**src/rtl/decode_stage_if.sv**
```systemverilog
// rtl/decode_stage_if.sv - fetch, register-bank, writeback and execute signals around the RV32I decode stage
interface decode_stage_if;
  logic        id_valid;
  logic        id_ready;
  logic [31:0] id_instr;
  logic [31:0] id_pc;
  logic [4:0]  rr0;
  logic [4:0]  rr1;
  logic [31:0] rs0;
  logic [31:0] rs1;
  logic        wb_regwrite;
  logic [4:0]  wb_wr;
  logic [31:0] wb_wd;
  logic        flush;
  logic        ex_ready;
  logic        ex_valid;
  logic [31:0] ex_pc;
  logic [31:0] ex_rs0;
  logic [31:0] ex_rs1;
  logic [31:0] ex_imm;
  logic [4:0]  ex_wr;
  logic        ex_regwrite;
  logic        ex_memread;
  logic        ex_memwrite;
  logic        ex_branch;
  logic        ex_jal;
  logic        ex_jalr;
  logic        ex_alusrc;
  logic        ex_illegal;
  logic [2:0]  ex_funct3;
  logic        ex_funct7b5;
  logic [15:0] stall_count;

  modport master (
    output id_valid, id_instr, id_pc, rs0, rs1, wb_regwrite, wb_wr, wb_wd, flush, ex_ready,
    input  id_ready, rr0, rr1, ex_valid, ex_pc, ex_rs0, ex_rs1, ex_imm, ex_wr,
           ex_regwrite, ex_memread, ex_memwrite, ex_branch, ex_jal, ex_jalr, ex_alusrc,
           ex_illegal, ex_funct3, ex_funct7b5, stall_count
  );

  modport slave (
    input  id_valid, id_instr, id_pc, rs0, rs1, wb_regwrite, wb_wr, wb_wd, flush, ex_ready,
    output id_ready, rr0, rr1, ex_valid, ex_pc, ex_rs0, ex_rs1, ex_imm, ex_wr,
           ex_regwrite, ex_memread, ex_memwrite, ex_branch, ex_jal, ex_jalr, ex_alusrc,
           ex_illegal, ex_funct3, ex_funct7b5, stall_count
  );
endinterface

```
**src/rtl/decode_stage.sv**
```systemverilog
// rtl/decode_stage.sv - RV32I decode with writeback bypass, load-use interlock and registered ID/EX entry
module decode_stage (
  input  logic          clk,
  input  logic          reset,
  decode_stage_if.slave bus
);

  typedef struct packed {
    logic [31:0] pc;
    logic [31:0] rs0;
    logic [31:0] rs1;
    logic [31:0] imm;
    logic [4:0]  wr;
    logic        regwrite;
    logic        memread;
    logic        memwrite;
    logic        branch;
    logic        jal;
    logic        jalr;
    logic        alusrc;
    logic        illegal;
    logic [2:0]  funct3;
    logic        funct7b5;
  } ex_entry_t;

  ex_entry_t   ex_q, ex_d, dec;
  logic        valid_q, valid_d;
  logic [15:0] stall_q, stall_d;
  logic        use0, use1, hold, hazard;
  logic [31:0] instr, op0, op1;
  logic [31:0] imm_i, imm_s, imm_b, imm_u, imm_j;

  assign instr   = bus.id_instr;
  assign bus.rr0 = instr[19:15];
  assign bus.rr1 = instr[24:20];

  assign imm_i = {{20{instr[31]}}, instr[31:20]};
  assign imm_s = {{20{instr[31]}}, instr[31:25], instr[11:7]};
  assign imm_b = {{19{instr[31]}}, instr[31], instr[7], instr[30:25], instr[11:8], 1'b0};
  assign imm_u = {instr[31:12], 12'b0};
  assign imm_j = {{11{instr[31]}}, instr[31], instr[19:12], instr[20], instr[30:21], 1'b0};

  // Same-cycle writeback wins over the bank's stale read; x0 is hard-wired to zero.
  always_comb begin
    op0 = bus.rs0;
    op1 = bus.rs1;
    if (bus.wb_regwrite && bus.wb_wr != 5'd0 && bus.wb_wr == instr[19:15]) op0 = bus.wb_wd;
    if (bus.wb_regwrite && bus.wb_wr != 5'd0 && bus.wb_wr == instr[24:20]) op1 = bus.wb_wd;
    if (instr[19:15] == 5'd0) op0 = '0;
    if (instr[24:20] == 5'd0) op1 = '0;
  end

  always_comb begin
    dec          = '0;
    use0         = 1'b0;
    use1         = 1'b0;
    dec.pc       = bus.id_pc;
    dec.wr       = instr[11:7];
    dec.funct3   = instr[14:12];
    dec.funct7b5 = instr[30];
    dec.rs0      = op0;
    dec.rs1      = op1;
    case (instr[6:0])
      7'b0110011: begin dec.regwrite = 1'b1; use0 = 1'b1; use1 = 1'b1; end
      7'b0010011: begin dec.regwrite = 1'b1; dec.alusrc = 1'b1; dec.imm = imm_i; use0 = 1'b1; end
      7'b0000011: begin
        dec.regwrite = 1'b1; dec.memread = 1'b1; dec.alusrc = 1'b1; dec.imm = imm_i; use0 = 1'b1;
      end
      7'b0100011: begin
        dec.memwrite = 1'b1; dec.alusrc = 1'b1; dec.imm = imm_s; use0 = 1'b1; use1 = 1'b1;
      end
      7'b1100011: begin dec.branch = 1'b1; dec.imm = imm_b; use0 = 1'b1; use1 = 1'b1; end
      7'b0110111: begin dec.regwrite = 1'b1; dec.alusrc = 1'b1; dec.imm = imm_u; end
      7'b1101111: begin dec.regwrite = 1'b1; dec.jal = 1'b1; dec.imm = imm_j; end
      7'b1100111: begin
        dec.regwrite = 1'b1; dec.jalr = 1'b1; dec.alusrc = 1'b1; dec.imm = imm_i; use0 = 1'b1;
      end
      default:    dec.illegal = 1'b1;
    endcase
    if (dec.wr == 5'd0) dec.regwrite = 1'b0;
  end

  assign hold   = valid_q && !bus.ex_ready;
  assign hazard = bus.id_valid && valid_q && ex_q.memread && ex_q.wr != 5'd0 &&
                  ((use0 && ex_q.wr == instr[19:15]) || (use1 && ex_q.wr == instr[24:20]));
  assign bus.id_ready = bus.flush || (!hold && !hazard);

  // Bubbles zero the whole entry so the execute-side controls are guaranteed inactive.
  always_comb begin
    ex_d    = ex_q;
    valid_d = valid_q;
    stall_d = stall_q;
    if (bus.flush) begin
      valid_d = 1'b0;
      ex_d    = '0;
    end else if (hold) begin
      valid_d = valid_q;
    end else if (hazard) begin
      valid_d = 1'b0;
      ex_d    = '0;
      if (stall_q != 16'hFFFF) stall_d = stall_q + 16'd1;
    end else if (bus.id_valid) begin
      valid_d = 1'b1;
      ex_d    = dec;
    end else begin
      valid_d = 1'b0;
      ex_d    = '0;
    end
  end

  always_ff @(posedge clk) begin
    if (reset) begin
      ex_q    <= '0;
      valid_q <= 1'b0;
      stall_q <= '0;
    end else begin
      ex_q    <= ex_d;
      valid_q <= valid_d;
      stall_q <= stall_d;
    end
  end

  assign bus.ex_valid    = valid_q;
  assign bus.ex_pc       = ex_q.pc;
  assign bus.ex_rs0      = ex_q.rs0;
  assign bus.ex_rs1      = ex_q.rs1;
  assign bus.ex_imm      = ex_q.imm;
  assign bus.ex_wr       = ex_q.wr;
  assign bus.ex_regwrite = ex_q.regwrite;
  assign bus.ex_memread  = ex_q.memread;
  assign bus.ex_memwrite = ex_q.memwrite;
  assign bus.ex_branch   = ex_q.branch;
  assign bus.ex_jal      = ex_q.jal;
  assign bus.ex_jalr     = ex_q.jalr;
  assign bus.ex_alusrc   = ex_q.alusrc;
  assign bus.ex_illegal  = ex_q.illegal;
  assign bus.ex_funct3   = ex_q.funct3;
  assign bus.ex_funct7b5 = ex_q.funct7b5;
  assign bus.stall_count = stall_q;

endmodule

```
**src/flat_wrapper.sv**
```systemverilog
// flat-port wrapper written by rule: the top's interface ports become plain ports
module decode_stage_flat 
  (clk, reset, bus_id_valid, bus_id_instr, bus_id_pc, bus_rs0, bus_rs1, bus_wb_regwrite, bus_wb_wr, bus_wb_wd, bus_flush, bus_ex_ready, bus_id_ready, bus_rr0, bus_rr1, bus_ex_valid, bus_ex_pc, bus_ex_rs0, bus_ex_rs1, bus_ex_imm, bus_ex_wr, bus_ex_regwrite, bus_ex_memread, bus_ex_memwrite, bus_ex_branch, bus_ex_jal, bus_ex_jalr, bus_ex_alusrc, bus_ex_illegal, bus_ex_funct3, bus_ex_funct7b5, bus_stall_count);
  decode_stage_if bus_i ();
  input  logic clk;
  input  logic reset;
  input wire logic [$bits(bus_i.id_valid)-1:0] bus_id_valid;
  input wire logic [$bits(bus_i.id_instr)-1:0] bus_id_instr;
  input wire logic [$bits(bus_i.id_pc)-1:0] bus_id_pc;
  input wire logic [$bits(bus_i.rs0)-1:0] bus_rs0;
  input wire logic [$bits(bus_i.rs1)-1:0] bus_rs1;
  input wire logic [$bits(bus_i.wb_regwrite)-1:0] bus_wb_regwrite;
  input wire logic [$bits(bus_i.wb_wr)-1:0] bus_wb_wr;
  input wire logic [$bits(bus_i.wb_wd)-1:0] bus_wb_wd;
  input wire logic [$bits(bus_i.flush)-1:0] bus_flush;
  input wire logic [$bits(bus_i.ex_ready)-1:0] bus_ex_ready;
  output wire logic [$bits(bus_i.id_ready)-1:0] bus_id_ready;
  output wire logic [$bits(bus_i.rr0)-1:0] bus_rr0;
  output wire logic [$bits(bus_i.rr1)-1:0] bus_rr1;
  output wire logic [$bits(bus_i.ex_valid)-1:0] bus_ex_valid;
  output wire logic [$bits(bus_i.ex_pc)-1:0] bus_ex_pc;
  output wire logic [$bits(bus_i.ex_rs0)-1:0] bus_ex_rs0;
  output wire logic [$bits(bus_i.ex_rs1)-1:0] bus_ex_rs1;
  output wire logic [$bits(bus_i.ex_imm)-1:0] bus_ex_imm;
  output wire logic [$bits(bus_i.ex_wr)-1:0] bus_ex_wr;
  output wire logic [$bits(bus_i.ex_regwrite)-1:0] bus_ex_regwrite;
  output wire logic [$bits(bus_i.ex_memread)-1:0] bus_ex_memread;
  output wire logic [$bits(bus_i.ex_memwrite)-1:0] bus_ex_memwrite;
  output wire logic [$bits(bus_i.ex_branch)-1:0] bus_ex_branch;
  output wire logic [$bits(bus_i.ex_jal)-1:0] bus_ex_jal;
  output wire logic [$bits(bus_i.ex_jalr)-1:0] bus_ex_jalr;
  output wire logic [$bits(bus_i.ex_alusrc)-1:0] bus_ex_alusrc;
  output wire logic [$bits(bus_i.ex_illegal)-1:0] bus_ex_illegal;
  output wire logic [$bits(bus_i.ex_funct3)-1:0] bus_ex_funct3;
  output wire logic [$bits(bus_i.ex_funct7b5)-1:0] bus_ex_funct7b5;
  output wire logic [$bits(bus_i.stall_count)-1:0] bus_stall_count;
  assign bus_i.id_valid = bus_id_valid;
  assign bus_i.id_instr = bus_id_instr;
  assign bus_i.id_pc = bus_id_pc;
  assign bus_i.rs0 = bus_rs0;
  assign bus_i.rs1 = bus_rs1;
  assign bus_i.wb_regwrite = bus_wb_regwrite;
  assign bus_i.wb_wr = bus_wb_wr;
  assign bus_i.wb_wd = bus_wb_wd;
  assign bus_i.flush = bus_flush;
  assign bus_i.ex_ready = bus_ex_ready;
  assign bus_id_ready = bus_i.id_ready;
  assign bus_rr0 = bus_i.rr0;
  assign bus_rr1 = bus_i.rr1;
  assign bus_ex_valid = bus_i.ex_valid;
  assign bus_ex_pc = bus_i.ex_pc;
  assign bus_ex_rs0 = bus_i.ex_rs0;
  assign bus_ex_rs1 = bus_i.ex_rs1;
  assign bus_ex_imm = bus_i.ex_imm;
  assign bus_ex_wr = bus_i.ex_wr;
  assign bus_ex_regwrite = bus_i.ex_regwrite;
  assign bus_ex_memread = bus_i.ex_memread;
  assign bus_ex_memwrite = bus_i.ex_memwrite;
  assign bus_ex_branch = bus_i.ex_branch;
  assign bus_ex_jal = bus_i.ex_jal;
  assign bus_ex_jalr = bus_i.ex_jalr;
  assign bus_ex_alusrc = bus_i.ex_alusrc;
  assign bus_ex_illegal = bus_i.ex_illegal;
  assign bus_ex_funct3 = bus_i.ex_funct3;
  assign bus_ex_funct7b5 = bus_i.ex_funct7b5;
  assign bus_stall_count = bus_i.stall_count;
  decode_stage u_core (.clk(clk), .reset(reset), .bus(bus_i));
endmodule
```
**config.mk**
```make
export PLATFORM = sky130hd
export DESIGN_NAME = decode_stage_flat
export DESIGN_NICKNAME = d
export VERILOG_FILES = /design/src/rtl/decode_stage_if.sv /design/src/rtl/decode_stage.sv /design/src/flat_wrapper.sv
export SDC_FILE = /design/constraint.sdc
export NUM_CORES = 1
export LEC_CHECK = 0
export ABC_CLOCK_PERIOD_IN_PS = 4400
export CAP_MARGIN = 20
export CORE_AREA = 2 2 135 137
export DETAILED_ROUTE_END_ITERATION = 12
export DIE_AREA = 0 0 137 139
export GPL_ROUTABILITY_DRIVEN = 0
export PLACE_DENSITY = 0.8
export SETUP_SLACK_MARGIN = 0.5
export SYNTH_ARGS = -nofsm -noshare
export SYNTH_HDL_FRONTEND = slang
export SYNTH_SLANG_ARGS = --single-unit
```
**constraint.sdc**
```tcl
create_clock -name clk -period 4.4 [get_ports clk]
set_input_delay 0.88 -clock clk [delete_from_list [all_inputs] [get_ports clk]]
set_output_delay 0.88 -clock clk [all_outputs]
set_load 0.02 [all_outputs]
```
Yosys cells after proc, flatten, opt, wreduce, memory -nomap -nowiden. Cells that the tools add are included.

Register bits after elaboration: 162. Latch bits: 0. Bits in writable memories: 0. Bits in read-only memories: 0. Input port bits: 171. Logic and storage cells: 82. Memories: 0.

$add $sub $neg: 1. $mul: 0. Div/mod/pow operators: 0. Magnitude comparators: 0. Eq/ne operators: 13. Shift-type cells: 0. Mux-type cells: 20. Bitwise gates (word level): 2. Reductions and logical operators: 29.

Operators with widths (number): 145-bit two-way mux (2); 32-bit case mux with 5 select lines (1); 32-bit two-way mux (4); 7-bit by 6-bit == test with 1-bit output (second input constant) (3); 7-bit == test (second input constant) (3); 5-bit == test (4); 16-bit by 1-bit adder with 16-bit output (second input constant) (1); 16-bit != test (second input constant) (1); 5-bit zero test (3); 1-bit two-way mux (13); 6-bit OR reduction (2); 1-bit logical AND (11); 5-bit nonzero test (2); 8-bit OR reduction (1); 7-bit by 2-bit == test with 1-bit output (second input constant) (1); 7-bit by 5-bit == test with 1-bit output (second input constant) (1); 3-bit OR reduction (2); 5-bit OR reduction (1); 4-bit AND reduction (1); 1-bit zero test (3); 1-bit logical OR (2); 1-bit NOT (2); 2-bit OR reduction (1).

Logic depth before layout (Yosys ltp).
Depth in word-level cells: 9. Depth in mapped cells: 8. Gate-level depth less buffers: 7.

Least setup slack after synthesis. No wires, ideal clock.

Path kind: input port to output port. Start: input bus_id_instr[6]. End: output bus_id_ready. Arrival: 2.099 ns. Required time: 3.520 ns. Setup slack: 1.421 ns. Stages on the path: 6. Buffers on the path: 2. Path through: buf_2 a2111oi_2 a22o_4 nand2_4 buf_2 a21o_1.

Word-level cells in the longest chain between the ends: 9.

Ends and longest elaborated chain: from (decl) (RTL line flat_wrapper.sv:8) `input wire logic [$bits(bus_i.id_instr)-1:0] bus_id_instr;`; 7-bit by 6-bit == test with 1-bit output (tied with other cells) (RTL line decode_stage.sv:63) `case (instr[6:0])`; 6-bit OR reduction (no line) or 3-bit OR reduction (tied branches); 1-bit two-way mux (RTL line decode_stage.sv:63); 1-bit logical AND (RTL line decode_stage.sv:85) `((use0 && ex_q.wr == instr[19:15]) || (use1 && ex_q.wr == instr[24:20]));`; 1-bit logical OR (*) (RTL line decode_stage.sv:85); 1-bit logical AND (*) (RTL line decode_stage.sv:84) `assign hazard = bus.id_valid && valid_q && ex_q.memread && ex_q.wr != 5'd0 &&`; 1-bit zero test (*) (RTL line decode_stage.sv:86) `assign bus.id_ready = bus.flush || (!hold && !hazard);`; 1-bit logical AND (*) (RTL line decode_stage.sv:86); 1-bit logical OR (*) (RTL line decode_stage.sv:86); to (decl) (RTL line flat_wrapper.sv:17) `output wire logic [$bits(bus_i.id_ready)-1:0] bus_id_ready;`.

Mark *: on every way between the ends. The rest lies on a longest branch, timed or not.

Worst setup path after layout.
Start: input bus_id_instr[24]. End: output bus_id_ready.

Word-level cells in the longest chain between the ends: 7.

Ends and longest elaborated chain (RTL line): 5-bit == test (decode_stage.sv:85); 1-bit logical AND (decode_stage.sv:85); 1-bit logical OR (decode_stage.sv:85); 1-bit logical AND (decode_stage.sv:84); 1-bit zero test (decode_stage.sv:86); 1-bit logical AND (decode_stage.sv:86); 1-bit logical OR (decode_stage.sv:86).

Every way passes these cells.

==> results.toml <==
[power]
peakVddDrop_mv = 0.265
power_leakage_nw = 3.80
switching_share = 0.253
power_density_mw_per_mm2 = 311
power_frac_comb = 0.127
switchingPower_uw = 858
clkPwrFrac = 0.427
p_int_mw = 2.53
seq_power_share = 0.446

[synthesis]
syn-num-nets = 879
synth_top_area_share = 0.484
synth_common_cells = "162 x dfxtp_1, 105 x nand2_1, 86 x o21ai_1"
synthDistinctLibCells = 50
synth_most_common_cell = "dfxtp_1"
synth_edf_count = 0
yosys_warnings = 0
yosysTopAreaCell = "dfxtp_1"
synth_area_mm2 = 0.00670
synth-seq-cells = 162
async_flop_share = 0
synthTopCellsByArea = "dfxtp_1 48%, mux2i_1 9.7%, o21ai_1 6.4%, nand2_1 5.9%, a22o_1 5.6%"
ys_seq_area_frac = 0.484
ys.flop_type = "dfxtp_1"
syn_inst = 707
synth_area_per_cell_um2 = 9.48

[finish]
area_growth_pct = 62.9
drive_gt1_frac = 0.0622
fillers = 1580
fin_area_mm2 = 0.0109
final_nets = 1204
fin_cells = 1274
antenna_cells = 0

[grt]
grt-ovfl-total = 0
antenna_found_initial = 0
grt_pass1_vias = 6621
gr-usage-all-layers = 0.246
grt_max_degree = 85
grt_pass1_wl_um = 36300

[timing]
tns_ns = 0
finalHoldViolations = 0
period_minus_slack_ns = 3.75
max_freq_ghz = 0.266
fin_skew_ns = 0.00868
relSlewSlack = 0.490
finalCritPeriodShare = 0.853
setup-violations-final = 0
worst_pin_slew_ns = 0.759
rsz0062_at_grt = "false"
report.final.slew_viol_count = 0

[route]
ant_nets = 0
avgViaCountPerCell = 5.16
routed-via-count = 6572
routed_wl_um = 24000
remaining_drc_errors = 0
drt_iter0_drc = 313
firstDrtPassIters = 4
wl_per_cell_um = 18.9

[place]
portBuffers = 343
place_area_mm2 = 0.0103
hpwlAfterDp_um = 18000
placed_cells = 1242

[worst_setup_path]
cpMaxStageDelayCell = "clkdlybuf4s50_1"
worstSetupEndpointType = "output port"
path_class = "input port to output port"
crit_path_cell_trace = "clkdlybuf4s50_1 -> xor2_1 -> nor4_2 -> buf_4 -> a22o_4 -> nand2_4 -> a21o_1 -> dlygate4sd2_1"
crit_buf_inv = 3
start_kind = "input port"
max_stage_delay_ns = 0.44
arrival_ns = 2.87
crit_fanout = 17
cp_data_required_time_ns = 3.52
critical_path.top_delay_family = "buffers and inverters"

[floorplanning]
ios = 344
coreArea_mm2 = 0.0177
start_util = 0.379
die_h_um = 139
die_w_um = 137
fp-row-count = 49
dieArea_mm2 = 0.0190

[clock_tree]
clk_latency_ns = 0.42
cts_max_path_buffers = 2
clkTransAtPathRegs_ns = 0.07
htree_num_levels = 4
clock_sinks = 162
cts_root_buf = "clkbuf_16"
cts_tree = "done"
cts-buffers-inserted = 17

[run_status]
status = "finished clean"

[job]
max-cap-violations = 0

[hold_path]
hold_class = "flop to flop"
[layout by cell type (no fill, tap or decap), types with 3 or more instances in the layout]
cell,n
and2_1,4
nand3_1,13
mux2_1,5
or3_1,4
clkdlybuf4s50_1,341
clkbuf_16,17
clkinvlp_4,4
xnor2_1,7
dfxtp_1,162
nor2_1,16
buf_4,16
nor4_1,5
nor2b_1,9
inv_8,3
or4_1,8
nand4_1,6
a32o_1,8
o21ai_1,84
inv_6,3
xor2_1,16
mux2i_1,65
nand2b_1,3
nor3_1,6
inv_1,3
o21ai_0,13
a21oi_1,27
a22o_1,43
nand2_1,105
o31ai_1,7
a22oi_1,5
[metrics by stage]
stage / hold WS [ns] / power [mW] / utilization / setup WS, ns
2_1_floorplan: 0.517 / 1.69 / - / 1.42
3_3_place_gp: 0.434 / 1.97 / 0.585 / 0.428
3_5_place_dp: 0.439 / 1.97 / 0.585 / 0.400
4_1_cts: 0.448 / 3.42 / 0.618 / 0.653
5_1_grt: 0.462 / 3.51 / 0.618 / 0.512
6_report: 0.442 / 3.39 / 0.618 / 0.645
[state kept, by name (all words and copies together), names as in the netlist]
signal / cells
u_core.bus.ex_imm: 32
u_core.bus.ex_pc: 32
u_core.bus.ex_rs0: 32
u_core.bus.ex_rs1: 32
u_core.bus.stall_count: 16
u_core.bus.ex_wr: 5
u_core.bus.ex_funct3: 3
u_core.bus.ex_alusrc: 1
u_core.bus.ex_branch: 1
u_core.bus.ex_funct7b5: 1
u_core.bus.ex_illegal: 1
u_core.bus.ex_jal: 1
u_core.bus.ex_jalr: 1
u_core.bus.ex_memread: 1
u_core.bus.ex_memwrite: 1
u_core.bus.ex_regwrite: 1
u_core.bus.ex_valid: 1
[repair_timing]
action | 4_1_cts | 5_1_grt
endpoints found under the setup margin | 1 | 0
gates resized for setup | 3 | 0
hold buffers | 0 | 0
buffers inserted | 0 | 0
[area by class of cell]
| cell class | instances | area [µm²] | area share |
|---|---|---|---|
| Timing Repair Buffer | 360 | 3570 | 0.327 |
| Clock buffer | 17 | 425 | 0.0390 |
| Tap cell | 229 | 287 | 0.0263 |
| Clock inverter | 15 | 148 | 0.0135 |
| Multi-Input combinational cell | 488 | 3230 | 0.296 |
| Sequential cell | 162 | 3240 | 0.297 |
| Inverter | 3 | 11.3 | 0.00103 |
[worst reg2reg max path, stage by stage, from the launching register on]
cell     delay (ns)
dfxtp_1        0.46
xor2_1         0.29
nor4_2         0.11
buf_4          0.15
a22o_4         0.29
a21oi_4        0.60
buf_4          0.47
a22o_1         0.21
[final timing paths]
kind	startpoint	end	slack [ns]	cells after the start
setup / recovery	bus_id_instr[24]	bus_id_ready	0.65	8
hold reg to reg	u_core.bus.ex_alusrc$_SDFFE_PP0N_	u_core.bus.ex_alusrc$_SDFFE_PP0N_	0.44	2
hold / removal	u_core.bus.ex_alusrc$_SDFFE_PP0N_	u_core.bus.ex_alusrc$_SDFFE_PP0N_	0.44	2
setup reg to reg	u_core.bus.ex_wr[4]$_SDFFE_PP0N_	u_core.bus.ex_pc[3]$_SDFFE_PP0N_	1.78	7
[cell families (layout without fill, tap and decap cells)]
| group | Yosys count | count (layout) | share of synthesized area |
|---|---|---|---|
| buffers and inverters | 57 | 395 | 0.0405 |
| multiplexers | 70 | 70 | 0.106 |
| AND/OR/NAND/NOR | 191 | 191 | 0.138 |
| XOR/XNOR | 23 | 23 | 0.0301 |
| flip-flops | 162 | 162 | 0.484 |
| adder cells (fa/ha/maj) | 1 | 1 | 0.00187 |
| AO/OA/AOI/OAI | 203 | 203 | 0.200 |
[per-layer routing]
metal,track usage,vias to the layer above,share of wire,wire length (µm)
met1,0.280,3057,0.38,9040
li1,-,3187,-,-
met3,0.0837,37,0.10,2470
met2,0.425,291,0.50,12000
met5,0,-,0,0
met4,0.0879,0,0.023,562
[power by group through the flow]
stage | Clock [mW] | Sequential [mW] | Combinational, mW
floorplan | 0 | 1.58 | 0.114
global placement | 0 | 1.54 | 0.425
detailed placement | 0 | 1.55 | 0.429
CTS | 1.48 | 1.51 | 0.431
global route | 1.54 | 1.51 | 0.457
finish | 1.45 | 1.51 | 0.429
(Power assumes the default switching activity.)
